`src/rtl/debug_loader_pkg.sv`:
```
// Command bytes and FSM state encoding shared by the debug loader and the UART-side reporter.
package debug_loader_pkg;

  localparam logic [7:0] CMD_LOAD  = 8'h4C;
  localparam logic [7:0] CMD_RUN   = 8'h43;
  localparam logic [7:0] CMD_STEP  = 8'h53;
  localparam logic [7:0] CMD_PCRST = 8'h52;

  typedef enum logic [2:0] {
    ST_IDLE      = 3'd0,
    ST_LOAD_LEN  = 3'd1,
    ST_LOAD_DATA = 3'd2,
    ST_RUN       = 3'd3,
    ST_STEP      = 3'd4
  } state_t;

endpackage

```
`src/rtl/debug_loader.sv`:
```
// UART-driven program loader and PC run/step controller for the fetch stage.
module debug_loader
  import debug_loader_pkg::*;
#(
  parameter int NB_DATA     = 8,
  parameter int NB_IM_DEPTH = 8
) (
  input  logic                   i_clock,
  input  logic                   i_reset,
  input  logic [NB_DATA-1:0]     i_rx_data,
  input  logic                   i_rx_done,
  input  logic                   i_halt,
  output logic                   o_im_enable,
  output logic                   o_im_write_enable,
  output logic [NB_DATA-1:0]     o_im_write_data,
  output logic [NB_IM_DEPTH-1:0] o_im_write_addr,
  output logic                   o_read_enable,
  output logic                   o_pc_reset,
  output logic                   o_pc_enable,
  output logic                   o_load_done,
  output logic                   o_cmd_error,
  output logic                   o_idle
);

  localparam int CW = NB_IM_DEPTH + 1;

  state_t                 state, state_next;
  logic [CW-1:0]          cnt, cnt_next;
  logic [NB_IM_DEPTH-1:0] addr, addr_next;
  logic                   we_next, done_next, err_next, pcrst_cmd;
  logic [NB_DATA-1:0]     wdata_next;
  logic [NB_IM_DEPTH-1:0] waddr_next;
  logic                   loading_next;

  always_comb begin
    state_next = state;
    cnt_next   = cnt;
    addr_next  = addr;
    we_next    = 1'b0;
    wdata_next = o_im_write_data;
    waddr_next = o_im_write_addr;
    done_next  = 1'b0;
    err_next   = 1'b0;
    pcrst_cmd  = 1'b0;

    case (state)
      ST_IDLE: begin
        if (i_rx_done) begin
          if (i_rx_data == NB_DATA'(CMD_LOAD))       state_next = ST_LOAD_LEN;
          else if (i_rx_data == NB_DATA'(CMD_RUN))   state_next = ST_RUN;
          else if (i_rx_data == NB_DATA'(CMD_STEP))  state_next = ST_STEP;
          else if (i_rx_data == NB_DATA'(CMD_PCRST)) pcrst_cmd  = 1'b1;
          else                                       err_next   = 1'b1;
        end
      end
      ST_LOAD_LEN: begin
        if (i_rx_done) begin
          // A length byte of zero encodes a full-memory load.
          cnt_next   = (i_rx_data == '0) ? (CW'(1) << NB_IM_DEPTH) : CW'(i_rx_data);
          addr_next  = '0;
          state_next = ST_LOAD_DATA;
        end
      end
      ST_LOAD_DATA: begin
        if (i_rx_done) begin
          we_next    = 1'b1;
          wdata_next = i_rx_data;
          waddr_next = addr;
          addr_next  = addr + 1'b1;
          cnt_next   = cnt - 1'b1;
          if (cnt == CW'(1)) begin
            done_next  = 1'b1;
            state_next = ST_IDLE;
          end
        end
      end
      ST_RUN: begin
        if (i_halt) state_next = ST_IDLE;
      end
      ST_STEP: state_next = ST_IDLE;
      default: state_next = ST_IDLE;
    endcase

    loading_next = (state_next == ST_LOAD_LEN) || (state_next == ST_LOAD_DATA);
  end

  // Outputs are registered from the next-state decode so they line up with the state register.
  always_ff @(posedge i_clock) begin
    if (i_reset) begin
      state             <= ST_IDLE;
      cnt               <= '0;
      addr              <= '0;
      o_im_enable       <= 1'b0;
      o_im_write_enable <= 1'b0;
      o_im_write_data   <= '0;
      o_im_write_addr   <= '0;
      o_read_enable     <= 1'b0;
      o_pc_reset        <= 1'b0;
      o_pc_enable       <= 1'b0;
      o_load_done       <= 1'b0;
      o_cmd_error       <= 1'b0;
      o_idle            <= 1'b1;
    end else begin
      state             <= state_next;
      cnt               <= cnt_next;
      addr              <= addr_next;
      o_im_enable       <= 1'b1;
      o_im_write_enable <= we_next;
      o_im_write_data   <= wdata_next;
      o_im_write_addr   <= waddr_next;
      o_read_enable     <= !loading_next;
      o_pc_reset        <= loading_next || pcrst_cmd;
      o_pc_enable       <= (state_next == ST_RUN) || (state_next == ST_STEP);
      o_load_done       <= done_next;
      o_cmd_error       <= err_next;
      o_idle            <= (state_next == ST_IDLE);
    end
  end

endmodule

```
`config.mk`:
```
export PLATFORM = sky130hd
export DESIGN_NAME = debug_loader
export DESIGN_NICKNAME = d
export VERILOG_FILES = /design/src/rtl/debug_loader_pkg.sv /design/src/rtl/debug_loader.sv
export SDC_FILE = /design/constraint.sdc
export NUM_CORES = 1
export LEC_CHECK = 0
export ABC_CLOCK_PERIOD_IN_PS = 3600
export CAP_MARGIN = 20
export CORE_MARGIN = 3
export CORE_UTILIZATION = 46
export CTS_CLUSTER_SIZE = 24
export DETAILED_ROUTE_END_ITERATION = 8
export HOLD_SLACK_MARGIN = 0.1
export PLACE_DENSITY = 0.71
export SYNTH_ARGS = -nofsm -noshare
export SYNTH_HDL_FRONTEND = slang
export SYNTH_SLANG_ARGS = --single-unit
```
`constraint.sdc`:
```
create_clock -name i_clock -period 3.6 [get_ports i_clock]
set_input_delay 0.36 -clock i_clock [delete_from_list [all_inputs] [get_ports i_clock]]
set_output_delay 0.36 -clock i_clock [all_outputs]
set_load 0.01 [all_outputs]
```
# == Yosys cells after proc, flatten, opt, wreduce, memory -nomap -nowiden ==
# Index checks and enable logic that the tools add are counted.
# W data, S select, Z words.
# word_totals
regBits,44
in_bits,12
output_inout_bits,24
# op_classes
add_sub_neg,2
n_eq_ne,14
mux,26
bitwise,3
reduce_logical,13
# ops
operator,n
$eq A8 B7 Y1 const B,4
$mux W9,3
$mux W3,8
$pmux W9 S2,1
$mux W8,2
$pmux W8 S2,1
$eq A3 B2 Y1 const B,4
$pmux W3 S4,1
$mux W1,10
$eq A9 B1 Y1 const B,1
$sub A9 B1 Y9 const B,1
$add A8 B1 Y8 const B,1
$logic_not A8 Y1,1
$eq A3 B1 Y1 const B,2
$logic_not A3 Y1,2
$reduce_or A6 Y1,1
$ne A2 B2 Y1 const B,2
$eq A3 B3 Y1 const B,1
$logic_or A1 B1 Y1,3
$not A1 Y1,3
$reduce_and A3 Y1,1
$reduce_or A3 Y1,1
$reduce_and A2 Y1,1
$reduce_bool A2 Y1,1
other kinds (2),2

# == Depth between registers and ports, before layout ==
# Gate-level depths: netlist (run 1).
# depth
ltp_word,9
depth_mapped,7

# == Least setup slack after synthesis (run 1) ==
# Ideal clock, no wire load.
# synth_timing
path_type,input to register
from,input port i_rx_done
to,register o_pc_reset
setup_ns,0.139
arrival_time_ns,1.789
path_slack_ns,1.673
stages,6
path_cell_list,buf_2 > or4b_4 > nor4b_4 > a311oi_2 > o211ai_1 > a21oi_1
# synth_via
elab_chain_len,5
# synth_rtl
item,line_no,text
"start, declared",debug_loader.sv:11,"input logic i_rx_done,"
"$mux W3, on equally long branches","debug_loader.sv:65, debug_loader.sv:48, debug_loader.sv:57",
$pmux W3 S4,debug_loader.sv:46,case (state)
$eq A3 B1 Y1 / $eq A3 B2 Y1 (equally long branches),debug_loader.sv:84,loading_next = (state_next == ST_LOAD_LEN) || (state_next == ST_LOAD_DATA);
$logic_or A1 B1 Y1,debug_loader.sv:84,
$logic_or A1 B1 Y1 *,debug_loader.sv:112,o_pc_reset <= loading_next || pcrst_cmd;
"end signal, assigned",debug_loader.sv:112,
"end, declared",debug_loader.sv:18,"output logic o_pc_reset,"
# Mark *: on every way between the ends. The rest lies on a longest branch, timed or not.
# A chain may end at the register's enable or synchronous reset.

# == Final worst setup path (run 1) ==
# Ends and elaborated chain as after synthesis.

==> results of run 1 <==
[sequential cells by signal (all words and copies together), names as in the netlist, 3 cells and up]
name and count:
cnt 9, addr 8, o_im_write_addr 8, o_im_write_data 8, state 3
[path summary, 6_finish.rpt]
path / start / to / cells after the start
setup / recovery: i_rx_done / o_pc_reset$_SDFF_PP0_ / 6
setup reg to reg: state[1]$_SDFF_PP0_ / addr[6]$_SDFFE_PP0P_ / 5
hold reg to reg: o_im_write_addr[6]$_SDFFE_PP0P_ / o_im_write_addr[6]$_SDFFE_PP0P_ / 2
hold / removal: o_im_write_addr[6]$_SDFFE_PP0P_ / o_im_write_addr[6]$_SDFFE_PP0P_ / 2
[critical path: cells and delay by family]
kind,cells,cell delay (ns)
simple gates,2,0.94
buf+inv,1,0.59
compound gates,3,0.52
[metrics by stage]
stage	instance area [sq um]	power, mW	setup slack (ns)
2_1_floorplan	1990	0.532	1.67
3_3_place_gp	2360	0.561	1.09
3_5_place_dp	2360	0.561	1.04
4_1_cts	2460	0.929	1.33
5_1_grt	2460	0.950	1.10
6_report	2460	0.917	1.33
[kinds of logic after synthesis]
family,after synthesis,share of synthesized area [%]
and+or+nand+nor,102,25.3
AOI/OAI and AO/OA,70,22.0
DFF,44,44.3
buffers and inverters,22,4.72
xor gates and xnor gates,3,1.32
adders and majority gates,3,1.89
muxes,1,0.503
[power by group through the flow]
stage	Clock [mW]	Sequential, mW	Combinational, mW
floorplan	0	0.504	0.0277
global placement	0	0.503	0.0582
detailed placement	0	0.503	0.0576
CTS	0.379	0.492	0.0582
global route	0.395	0.492	0.0628
finish	0.367	0.491	0.0582
[cell usage after synthesis, types with 4 or more instances]
library cell	count
dfxtp_1	44
and3_1	5
clkbuf_1	11
nand2_1	47
a21oi_1	32
nor3_1	5
o21ai_1	11
inv_1	6
a311oi_1	4
nand3_1	4
nor2_1	24
nand3b_1	4
[cell type report]
type | count | area, sq um | area share (%)
Timing Repair Buffer | 38 | 373 | 15.1
Sequential cell | 44 | 881 | 35.8
Multi-Input combinational cell | 179 | 1010 | 41.1
Clock buffer | 6 | 72.6 | 2.95
Tap cell | 50 | 62.6 | 2.54
Inverter | 7 | 26.3 | 1.07
Clock inverter | 2 | 35.0 | 1.42
[routing by layer]
metal	track usage [%]	vias to the layer above
li1	-	922
met1	27.1	825
met2	27.1	41
met3	5.47	2
met4	6.05	0
met5	0	-
==> results_dict.tcl, run 1 <==
set metrics [dict create \
    routed.top_layer "met4" \
    postCtsSetupBuffers 0 \
    combPwrFrac_pct 6.3 \
    dieArea_sq_um 5150 \
    netSwitchingFraction_pct 21.2 \
    dp.final_hpwl_mm 3.03 \
    antenna_found_initial 0 \
    die-width_um 71.7 \
    wire_per_inst_um 14.0 \
    antenna_left 0 \
    synth_flop_cell "dfxtp_1" \
    p_leak_nw 0.843 \
    cap_violations 0 \
    portBuffers 35 \
    ioPinCount 36 \
    first_pass_iters 4 \
    grt_setup_unrepaired "no" \
    cts_tree "done" \
    grt_pass1_wl_mm 7.70 \
    grt_start_max_net_pins 27 \
    skew_ns 0.00766 \
    synth_area_per_cell_sq_um 8.11 \
    timing.hold.ws_ns 0.454 \
    area_delta_synth_final_pct 23.9 \
    cts_buffers 5 \
    syn-num-nets 260 \
    yosys_warnings 0 \
    synth_edf_count 0 \
    fmax_mhz 441 \
    via_per_inst 5.49 \
    finalMaxSlewViolations 0 \
    relSlewSlack_pct 42.6 \
    synthesis.area_sq_um 1990 \
    p_per_area_nw_per_um2 372 \
    die_h_um 71.7 \
    pwr-share-seq_pct 53.6 \
    synth_area_leaders "dfxtp_1 44%, nand2_1 8.9%, a21oi_1 8.1%" \
    finalWirelength_mm 4.55 \
    num_vias 1790 \
    final_common_cell "nand2_1" \
    gp_congestion 0.901 \
    drc 0 \
    min_period_ns 2.27 \
    wl_met1_mm 2.31 \
    clkPwrFrac_pct 40.0 \
    cts_resized 0 \
    reg2reg_setup_slack_ns 1.35 \
    max_stage_delay_ns 0.59 \
    arrival_ns 2.42 \
    core_sq_um 4090 \
    layout_common_cells "47 x nand2_1, 44 x dfxtp_1, 35 x clkdlybuf4s50_1" \
    rows 23 \
    critPathCaptureType "register" \
    met2_length_mm 1.99 \
    synth_top_area_share_pct 44.3 \
    hold_viol 0 \
    grtUsageTotal_pct 18.9 \
    syn_inst 245 \
    synth_cell_type_count 44 \
    async_reset_ff_share_pct 0 \
    cp_slowest_cell "clkdlybuf4s50_1" \
    setup_viol 0 \
    ys_seq_area_share_pct 44.3 \
    hold_class "reg -> reg" \
    nets 290 \
    clk_pin_slew_ns 0.08 \
    gr-total-overflow 0 \
    peakVddDrop_uv 279 \
    root_buffer "clkbuf_8" \
    first_iter_violations 108 \
    tightest_slew_ns 0.839 \
    cts_max_level 2 \
    worstSetupStartpointType "input pin" \
    clock_latency_ns 0.30 \
    crit_required_ns 3.76 \
    p_switching_uw 194 \
    drive_gt1_share_pct 5.43 \
    crit_fanout 7 \
    diodes 0 \
    synth-seq-cells 44 \
    ctsLongestPathBuffers 2 \
    cts_num_sinks 44 \
    fin_crit_sh_pct 62.9 \
    grt_pass1_vias 1587 \
    initial_core_util_pct 48.7 \
    place_inst 318 \
    p_int_uw 722 \
    yosysTopAreaCell "dfxtp_1" \
    instances_no_fill 326 \
    final.fill_count 378 \
    cts_hold_buffers 0 \
    fin_tns_setup_ns 0 \
    fin_util_pct 60.3 \
    critPathKind "in -> reg" \
    status "finished, final reports clean" \
    crit_chain "clkdlybuf4s50_1 -> or4b_4 -> nor4b_4 -> a311oi_2 -> o211ai_1 -> a21oi_1" \
    met3WireLength_um 226 \
]
Note: power is estimated with default switching activity, not from simulation.
==> run 2: changes to the inputs <==
Settings changed: ABC_CLOCK_PERIOD_IN_PS 3600 to 2400.
Clock period 3.6 ns to 2.4 ns, I/O delays scaled along.
==> results_dict.tcl, run 2 (synthesis results as in run 1) <==
set metrics [dict create \
    hold_class "reg -> reg" \
    die-width_um 71.7 \
    met3WireLength_um 247 \
    crit_fanout 16 \
    num_vias 1860 \
    rows 23 \
    first_pass_iters 4 \
    final.fill_count 383 \
    place_ws_ns 0.130 \
    max_stage_delay_ns 0.48 \
    setup_viol 0 \
    tightest_slew_ns 0.670 \
    diodes 0 \
    final_common_cell "nand2_1" \
    reg2reg_setup_slack_ns 0.38 \
    routed.top_layer "met4" \
    die_h_um 71.7 \
    r2r_cells 4 \
    grt_pass1_vias 1587 \
    antenna_left 0 \
    fin_crit_sh_pct 84.3 \
    clock_latency_ns 0.30 \
    cts_tree "done" \
    finalMaxSlewViolations 0 \
    status "finished, final reports clean" \
    p_per_area_nw_per_um2 513 \
    place_inst 323 \
    peakVddDrop_uv 393 \
    grt_start_max_net_pins 28 \
    fmax_mhz 494 \
    crit_required_ns 2.62 \
    portBuffers 35 \
    dp.final_hpwl_mm 3.16 \
    nets 295 \
    critPathCaptureType "register" \
    hold_start "o_im_write_addr[4]$_SDFFE_PP0P_" \
    ctsLongestPathBuffers 2 \
    min_period_ns 2.02 \
    wire_per_inst_um 14.1 \
    layout_common_cells "47 x nand2_1, 44 x dfxtp_1, 35 x clkdlybuf4s50_1" \
    cts_max_level 2 \
    grt_setup_unrepaired "no" \
    antenna_found_initial 0 \
    largest_register_ff_count 9 \
    timing.rr.end "cnt[4]$_SDFFE_PP0P_" \
    clk_pin_slew_ns 0.08 \
    p_total_mw 1.28 \
    crit_chain "nor3b_2 -> nand2_1 -> a22o_1 -> a211oi_1" \
    finalWirelength_mm 4.64 \
    cts_hold_buffers 0 \
    critPathBufInv 0 \
    grtUsageTotal_pct 18.4 \
    fin_area_sq_um 2490 \
    timing.hold.ws_ns 0.455 \
    area_delta_synth_final_pct 25.1 \
    first_iter_violations 147 \
    skew_ns 0.00846 \
    fin_tns_setup_ns 0 \
    r2r-start "state[1]$_SDFF_PP0_" \
    gp_congestion 0.851 \
    largest_register "cnt" \
    instances_no_fill 330 \
    relSlewSlack_pct 55.2 \
    p_leak_nw 0.859 \
    critPathKind "reg -> reg" \
    hold_end "o_im_write_addr[4]$_SDFFE_PP0P_" \
    dieArea_sq_um 5150 \
    gr-total-overflow 0 \
    finalWorstSetupSlack_ns 0.376 \
    worstSetupStartpointType "register" \
    cts_resized 0 \
    cp_slowest_cell "nand2_1" \
    grt_pass1_wl_mm 7.46 \
    drive_gt1_share_pct 7.14 \
    met2_length_mm 1.98 \
    fin_util_pct 60.9 \
    cap_violations 0 \
    initial_core_util_pct 48.7 \
    via_per_inst 5.64 \
    drc 0 \
    whs_path_depth 2 \
    postCtsSetupBuffers 0 \
    root_buffer "clkbuf_8" \
    placed_area_sq_um 2410 \
    hold_viol 0 \
    ioPinCount 36 \
    worst_path_dominant_cell_family "simple AND/OR/NAND/NOR gates" \
    cts_num_sinks 44 \
    arrival_ns 2.24 \
    wl_met1_mm 2.33 \
    cts_buffers 5 \
    core_sq_um 4090 \
]
==> run 2: routing by layer <==
| layer | track usage, % | vias up |
|---|---|---|
| li1 | - | 935 |
| met1 | 26.8 | 862 |
| met2 | 25.1 | 55 |
| met3 | 5.47 | 8 |
| met4 | 7.93 | 0 |
| met5 | 0 | - |
==> run 2: layout make-up <==
cell class / count / area [sq um] / area share [%]
well taps: 50 / 62.6 / 2.52
flip-flops and latches: 44 / 881 / 35.4
clock inverters: 2 / 12.5 / 0.503
inverters: 7 / 26.3 / 1.06
clock buffers: 5 / 68.8 / 2.77
multi-input cells: 179 / 1010 / 40.7
repair buffers: 43 / 423 / 17.0
==> run 2: worst max-delay path by stage <==
stage | endpoint | cells after the start | start | slack [ns]
final | cnt[4]$_SDFFE_PP0P_ | 4 | state[1]$_SDFF_PP0_ | 0.38
after global routing | o_read_enable$_SDFF_PP0_ | 5 | cnt[5]$_SDFFE_PP0P_ | 0.26
after CTS | cnt[4]$_SDFFE_PP0P_ | 4 | state[1]$_SDFF_PP0_ | 0.39
after detailed placement | o_pc_reset$_SDFF_PP0_ | 6 | i_rx_done | 0.13
after global placement | o_pc_reset$_SDFF_PP0_ | 6 | i_rx_done | 0.16
after floorplan | o_pc_reset$_SDFF_PP0_ | 6 | state[0]$_SDFF_PP0_ | 0.51
==> run 2: worst min-delay path: stages (launching register included) <==
cell and delay (ns):
dfxtp_1 0.31, nand2_1 0.05, a21oi_1 0.05
==> run 2: where the power goes <==
| part | internal (mW) | leakage [nW] | switching, mW |
|---|---|---|---|
| clock network | 0.197 | 0.0400 | 0.250 |
| registers | 0.734 | 0.355 | 0.00265 |
| logic | 0.0439 | 0.464 | 0.0483 |
==> run 3: changes to the inputs <==
Settings changed: ABC_CLOCK_PERIOD_IN_PS 2400 to 1700, PLACE_DENSITY 0.71 to 0.74.
Clock period 2.4 ns to 1.7 ns, I/O delays scaled along.
==> results_dict.tcl, run 3 (synthesis results as in run 1) <==
set metrics [dict create \
    finalMaxSlewViolations 0 \
    root_buffer "clkbuf_8" \
    hold_viol 0 \
    crit_fanout 4 \
    finalWirelength_mm 5.53 \
    final_common_cell "nand2_1" \
    dieArea_sq_um 5150 \
    antenna_found_initial 0 \
    hold_class "reg -> reg" \
    fin_area_sq_um 2850 \
    peakVddDrop_uv 522 \
    whs_path_depth 2 \
    grt_pass1_vias 2014 \
    grt_start_max_net_pins 20 \
    startpoint "state[1]$_SDFF_PP0_" \
    hold_start "o_im_write_data[0]$_SDFFE_PP0P_" \
    antenna_left 0 \
    portBuffers 35 \
    crit_required_ns 1.93 \
    cts_max_level 2 \
    wire_per_inst_um 15.2 \
    skew_ns 0.00368 \
    clk_pin_slew_ns 0.08 \
    core_sq_um 4090 \
    via_per_inst 5.52 \
    tightest_slew_ns 0.462 \
    grt_pass1_wl_mm 9.24 \
    diodes 0 \
    cts_num_sinks 44 \
    status "finished, violations left" \
    relSlewSlack_pct 69.0 \
    finalWorstSetupSlack_ns -0.0950 \
    grtUsageTotal_pct 22.7 \
    arrival_ns 2.03 \
    num_vias 2010 \
    grt_setup_unrepaired "yes" \
    drive_gt1_share_pct 22.6 \
    die_h_um 71.7 \
    nets 329 \
    critPathCaptureType "register" \
    cts_tree "done" \
    cts_buffers 5 \
    violations "setup timing" \
    gr-total-overflow 0 \
    area_delta_synth_final_pct 43.2 \
    critPathKind "reg -> reg" \
    placed_area_sq_um 2660 \
    worstSetupStartpointType "register" \
    initial_core_util_pct 48.7 \
    fin_crit_sh_pct 106 \
    fmax_mhz 557 \
    r2r-start "state[1]$_SDFF_PP0_" \
    layout_common_cells "46 x nand2_1, 41 x dfxtp_1, 39 x buf_4" \
    ioPinCount 36 \
    first_pass_iters 4 \
    dp.final_hpwl_mm 3.80 \
    cap_violations 0 \
    place_ws_ns -0.479 \
    die-width_um 71.7 \
    setup_viol 4 \
    rows 23 \
    drc 0 \
    largest_register "cnt" \
    gp_congestion 0.905 \
    first_iter_violations 108 \
    min_period_ns 1.79 \
    ctsLongestPathBuffers 2 \
    p_per_area_nw_per_um2 650 \
    r2r_cells 6 \
    p_total_mw 1.85 \
    clock_latency_ns 0.30 \
    largest_register_ff_count 9 \
    p_leak_nw 1.04 \
]
-- run 3: cell types whose count changed in the layout (fill, tap and decap cells not counted), moves of 3 or more --
cell / delta
nor2_1: -3
dfxtp_1: -3
buf_4: +32
dfxtp_2: +3
-- run 3: per-stage QoR --
step                setup TNS, ns  utilization, %  hold WS, ns  cells
floorplan                  -0.574               -        0.277    245
global placement            -2.28            65.2        0.442    354
detailed placement          -2.43            65.2        0.448    354
CTS                        -0.149            68.1        0.462    363
global route               -0.571            69.7        0.478    364
finish                     -0.209            69.7        0.459    364
-- run 3: where the power goes --
group,switching [mW],internal [mW]
registers,0.00337,1.04
clock network,0.361,0.278
logic,0.0833,0.0874
total,0.447,1.40
-- run 3: repair_timing --
action,CTS,global route
hold buffers,0,0
pin swaps,4,4
endpoints found under the setup margin,5,11
gates resized for setup,3,19
setup buffers,2,1
-- run 3: metal layers --
layer | up-vias | share of wire, % | GRT usage, % | routed length (um)
li1 | 998 | - | - | -
met1 | 947 | 44 | 28.8 | 2460
met2 | 54 | 49 | 37.3 | 2700
met3 | 11 | 4.7 | 5.19 | 261
met4 | 0 | 2.0 | 9.19 | 110
met5 | - | 0 | 0 | 0
-- run 3: area by class of cell --
cell class	count	area, sq um
Inverter	7	26.3
Timing Repair Buffer	77	703
Tap cell	50	62.6
Clock inverter	2	12.5
Multi-Input combinational cell	179	1090
Fill cell	318	1240
Clock buffer	5	68.8
Sequential cell	44	885
-- run 3: final timing paths --
check | endpoint | slack, ns
worst min register to register | o_im_write_data[0]$_SDFFE_PP0P_ | 0.46
worst min-delay path | o_im_write_data[0]$_SDFFE_PP0P_ | 0.46
worst max-delay path | o_read_enable$_SDFF_PP0_ | -0.09
worst max register to register | o_read_enable$_SDFF_PP0_ | -0.09
-- run 3: worst max-delay path, stage by stage, from the launching register on --
cell and delay (ns):
dfxtp_2 0.32, or4b_4 0.56, nor4b_4 0.21, buf_4 0.18, a31oi_2 0.12, xor2_1 0.19
nor2_1 0.14
